## src/rtl/fifo_ctrl_80x8.sv

```systemverilog
// FIFO controller around an external 80x8 single-clock dual-port RAM.
// Pointers wrap explicitly at DEPTH-1; status flags decode the registered occupancy.
module fifo_ctrl_80x8 #(
  parameter int DEPTH    = 80,
  parameter int WIDTH    = 8,
  parameter int AW       = 7,
  parameter int AF_LEVEL = 76,
  parameter int AE_LEVEL = 4
) (
  input  logic             clk,
  input  logic             rst_n,
  input  logic             wr_en,
  input  logic [WIDTH-1:0] din,
  input  logic             rd_en,
  output logic [WIDTH-1:0] dout,
  output logic             dout_valid,
  output logic             full,
  output logic             empty,
  output logic             almost_full,
  output logic             almost_empty,
  output logic [AW-1:0]    count,
  output logic             overflow,
  output logic             underflow,
  output logic             ram_wrt_sig,
  output logic [AW-1:0]    ram_addr_w,
  output logic [AW-1:0]    ram_addr_r,
  output logic [WIDTH-1:0] ram_din,
  input  logic [WIDTH-1:0] ram_dout
);

  localparam logic [AW-1:0] LAST_IDX  = AW'(DEPTH - 1);
  localparam logic [AW-1:0] DEPTH_CNT = AW'(DEPTH);
  localparam logic [AW-1:0] AF_CNT    = AW'(AF_LEVEL);
  localparam logic [AW-1:0] AE_CNT    = AW'(AE_LEVEL);
  localparam logic [AW-1:0] ONE       = AW'(1);

  logic [AW-1:0]    wr_ptr_r;
  logic [AW-1:0]    rd_ptr_r;
  logic [AW-1:0]    count_r;
  logic [AW-1:0]    count_nxt_s;
  logic [WIDTH-1:0] dout_r;
  logic             dout_valid_r;
  logic             overflow_r;
  logic             underflow_r;
  logic             full_s;
  logic             empty_s;
  logic             wr_acc_s;
  logic             rd_acc_s;

  function automatic logic [AW-1:0] ptr_inc(input logic [AW-1:0] ptr);
    if (ptr == LAST_IDX) begin
      return {AW{1'b0}};
    end else begin
      return ptr + ONE;
    end
  endfunction

  // Acceptance: a write into a full FIFO is allowed only alongside an accepted read.
  always_comb begin
    full_s   = (count_r == DEPTH_CNT);
    empty_s  = (count_r == {AW{1'b0}});
    rd_acc_s = rd_en & ~empty_s;
    wr_acc_s = wr_en & (~full_s | rd_acc_s);
  end

  // Occupancy next-state.
  always_comb begin
    count_nxt_s = count_r;
    case ({wr_acc_s, rd_acc_s})
      2'b10:   count_nxt_s = count_r + ONE;
      2'b01:   count_nxt_s = count_r - ONE;
      default: count_nxt_s = count_r;
    endcase
  end

  // Pointer and occupancy registers.
  always_ff @(posedge clk or negedge rst_n) begin
    if (!rst_n) begin
      wr_ptr_r <= {AW{1'b0}};
      rd_ptr_r <= {AW{1'b0}};
      count_r  <= {AW{1'b0}};
    end else begin
      if (wr_acc_s) begin
        wr_ptr_r <= ptr_inc(wr_ptr_r);
      end
      if (rd_acc_s) begin
        rd_ptr_r <= ptr_inc(rd_ptr_r);
      end
      count_r <= count_nxt_s;
    end
  end

  // Read data capture: the RAM presents the head combinationally, so it is sampled on the pop edge.
  always_ff @(posedge clk or negedge rst_n) begin
    if (!rst_n) begin
      dout_r       <= {WIDTH{1'b0}};
      dout_valid_r <= 1'b0;
    end else begin
      if (rd_acc_s) begin
        dout_r <= ram_dout;
      end
      dout_valid_r <= rd_acc_s;
    end
  end

  // Sticky error flags, cleared only by reset.
  always_ff @(posedge clk or negedge rst_n) begin
    if (!rst_n) begin
      overflow_r  <= 1'b0;
      underflow_r <= 1'b0;
    end else begin
      overflow_r  <= overflow_r | (wr_en & ~wr_acc_s);
      underflow_r <= underflow_r | (rd_en & ~rd_acc_s);
    end
  end

  assign dout         = dout_r;
  assign dout_valid   = dout_valid_r;
  assign full         = full_s;
  assign empty        = empty_s;
  assign almost_full  = (count_r >= AF_CNT);
  assign almost_empty = (count_r <= AE_CNT);
  assign count        = count_r;
  assign overflow     = overflow_r;
  assign underflow    = underflow_r;
  assign ram_wrt_sig  = wr_acc_s;
  assign ram_addr_w   = wr_ptr_r;
  assign ram_addr_r   = rd_ptr_r;
  assign ram_din      = din;

endmodule

```

## config.mk

```make
export PLATFORM = sky130hd
export DESIGN_NAME = fifo_ctrl_80x8
export DESIGN_NICKNAME = d
export VERILOG_FILES = /design/src/rtl/fifo_ctrl_80x8.sv
export SDC_FILE = /design/constraint.sdc
export NUM_CORES = 1
export LEC_CHECK = 0
export CORE_MARGIN = 2
export CORE_UTILIZATION = 44
export CTS_CLUSTER_DIAMETER = 40
export DETAILED_ROUTE_END_ITERATION = 10
export PLACE_DENSITY_LB_ADDON = 0.15
export SKIP_LAST_GASP = 1
export SYNTH_ARGS = -nofsm -noshare
export SYNTH_HDL_FRONTEND = slang
export SYNTH_SLANG_ARGS = --single-unit
```

## constraint.sdc

```tcl
create_clock -name clk -period 3.43 [get_ports clk]
set_input_delay 1.029 -clock clk [delete_from_list [all_inputs] [get_ports clk]]
set_output_delay 1.029 -clock clk [all_outputs]
set_load 0.01 [all_outputs]
```

==> metrics.md <==
| Metric | Value |
|---|---|
| Max-cap violations | `0` |
| Final setup skew | `around 0.0054 ns` |
| CTS Sinks | `32` |
| Reg clk slew, reported paths | `around 0.060 ns` |
| Later-pin clock latency in the skew report | `between 0.2 and 0.3 ns` |
| Max-slew violations | `0` |
| Ys Warns | `0` |
| Htree depth | `2` |
| Antenna Cells | `0` |
| Syn Nets | `212` |
| RSZ-0062 raised after global routing | `no` |
| # port buffers | `between 40 and 50` |
| First-pass DRT Iterations | `4` |
| Worst setup SP type | `input port` |
| Sequential share of the synthesized area | `between 40% and 50%` |
| First-pass GRT wire length | `roughly 6.4 mm` |
| Distinct cell type count after synthesis | `43` |
| Hold path start | `dout[3]$_DFFE_PN0P_` |
| Mapped Area | `~0.0018 mm2` |
| CP max FO | `3` |
| DRT iter0 DRCs | `67` |
| Leakage | `1.12 nW` |
| Core area | `0.00394 mm2` |
| Synth Register Bits | `32` |
| DRC | `0` |
| Top cell type's share of synthesized area | `approximately 45%` |
| Ports | `65` |
| Hold WS | `0.475 ns` |
| Min-delay worst type | `flop to flop` |
| Final non-filler cell total | `between 200 and 300` |
| DR vias/cell | `slightly above 5` |
| Routed WL per cell | `13.6 um` |
| Synth area leaders | `dfrtp_1 45%, nand2_1 9.3%, ha_1 4.9%, xnor2_1 4.4%, buf_4 3.4%` |
| Run status | `complete, no violations` |
| GR peak layer | `met2` |
| Antenna violations before repair | `0` |
| Synth Flop Type | `dfrtp_1` |
| NumNets Final | `263` |
| WS Path Type | `input port to output port` |
| Fin crit period | `about 3.3 ns` |
| CTS buffer count | `5` |
| P per Cell Area | `slightly above 800 mW/mm2` |
| Fin. Hold Viols | `0` |
| R2R Path Start | `count[4]$_DFFE_PN0P_` |
| Fin crit share | `a little over nine tenths` |
| Area grow syn2layout | `35.5%` |
| Met2 Track Usage GR | `between 30% and 40%` |
| Vias in the first global route | `between 1k and 1.5k` |
| Async set-reset flop share out of synthesis | `100%` |
| Total wire length | `~3.9 mm` |
| Layout cell share with drive strength beyond 1 | `between 10% and 20%` |
| Critical Path AT | `~2.3 ns` |
| WP data required | `2.40 ns` |
| Fmax | `approximately 300 MHz` |
| CTS root buf | `clkbuf_8` |
| Die H | `67.7 um` |
| Initial Util | `45.3%` |
| WHS Endpoint | `dout[3]$_DFFE_PN0P_` |
| Post-synthesis cell count | `184` |
| Syn avg cell area | `9.70 um2` |
| Post-synth EDFFs | `0` |
| Worst-case reg-to-reg path depth | `11` |
| Critical Path Sink Type | `output port` |
| Most frequent cells in the layout | `47 x clkdlybuf4s50_1, 44 x nand2_1, 32 x dfrtp_1, 9 x inv_1, 9 x xnor2_1` |
| Hold path depth | `2` |
| Cell Rows | `23` |
| Largest net degree at the start of global routing | `33` |
| Die Area | `0.00458 mm2` |
| Routed Antenna Nets | `0` |
| Met3 usage | `between 5 and 6%` |
| Placed cell count | `between 200 and 300` |
| RePlAce Congestion | `around 0.75` |
| CTS tree | `done` |
| Slew headroom | `between 70% and 80%` |
| Reg2Reg Capture Point | `count[6]$_DFFE_PN0P_` |
| Pin slew with the least headroom to its limit | `0.416 ns` |
| Endpoints failing setup | `0` |
| Clock tree buffer depth | `2` |
| Tot GR Track Use | `18.9%` |
| Post-synth top area cell | `dfrtp_1` |
| HPWL Detailed | `approximately 2.9 mm` |
| Die Wd | `a little under 70 um` |
| Grt ovf | `0` |
| Commonest non-fill, non-tap cell in the layout | `clkdlybuf4s50_1` |
| Post-CTS Setup Bufs | `0` |
| Max IR drop VDD | `around 0.00053 V` |
| R2r setup slk | `0.60 ns` |
| GR Util met1 | `between 20% and 30%` |
| Routed via count | `about 1.5k` |
## worst max-delay path by stage
| stage | startpoint | endpoint | cells past startpoint |
|---|---|---|---|
| after floorplan | wr_en | count[6]$_DFFE_PN0P_ | 9 |
| after global placement | rd_en | ram_wrt_sig | 4 |
| after detailed placement | rd_en | ram_wrt_sig | 4 |
| after CTS | rd_en | ram_wrt_sig | 4 |
| after global routing | rd_en | ram_wrt_sig | 4 |
| final | rd_en | ram_wrt_sig | 4 |
## registers in the layout, indices dropped and copies added, names as in the netlist
signal      count
overflow        1
dout_valid      1
ram_addr_w      7
count           7
dout            8
underflow       1
ram_addr_r      7
## cell families (layout without fill, tap and decap cells)
group | after synthesis | in the layout | share of synthesized area, %
and+or+nand+nor | 73 | 73 | 18.1
AOI/OAI and AO/OA | 33 | 33 | 15.1
DFF | 32 | 32 | 44.8
buffers and inverters | 22 | 74 | 6.38
xor gates and xnor gates | 9 | 9 | 4.42
adders and majority gates | 8 | 8 | 6.03
muxes | 7 | 7 | 5.05
## stage by stage
step	utilization (%)	setup TNS, ns	setup slack [ns]	area (um2)	power, mW
floorplan	-	0	0.577	1790	1.20
global placement	58.6	-0.0815	-0.0815	2310	1.60
detailed placement	58.6	-0.0931	-0.0931	2310	1.63
CTS	61.3	0	0.0907	2420	1.99
global route	61.3	0	0.0283	2420	2.12
finish	61.3	0	0.0972	2420	1.97
## cell usage after synthesis (all sizes together) (3+ instances only)
cell / count
buf: 9
clkbuf: 3
nand2b: 5
nor2: 8
nor3: 5
mux2i: 3
nand2: 44
o21ai: 9
mux2: 4
ha: 7
dfrtp: 32
inv: 10
xnor2: 9
a21oi: 4
## per-layer routing
metal  up-vias  routed length [um]  part of all wire [%]
met5         -                   0                     0
met4         0                  31                  0.80
met1       685                1750                    45
met3         6                 242                   6.2
li1        721                   -                     -
met2        42                1860                    48
## layout make-up
| class | instances | area (um2) |
|---|---|---|
| clock buffers | 6 | 72.6 |
| fillers | 320 | 1520 |
| repair buffers | 56 | 539 |
| well taps | 50 | 62.6 |
| multi-input cells | 130 | 871 |
| inverters | 10 | 37.5 |
| flip-flops and latches | 32 | 801 |
| clock inverters | 2 | 35.0 |
## where the power goes
group	internal (mW)	total (mW)	switching [mW]
logic	0.531	0.923	0.392
clock network	0.215	0.354	0.139
registers	0.513	0.693	0.180
total	1.26	1.97	0.711
## worst max-delay path: stages
cell and delay, ns:
clkdlybuf4s50_1 0.48, o41ai_4 0.39, inv_1 0.11, dlygate4sd2_1 0.30
## timing repair
action	in CTS	in global routing
hold endpoints to repair	0	0
resized for setup	1	0
hold buffers	0	0
endpoints found under the setup margin	1	0
Note: power is estimated with default switching activity, not from simulation.
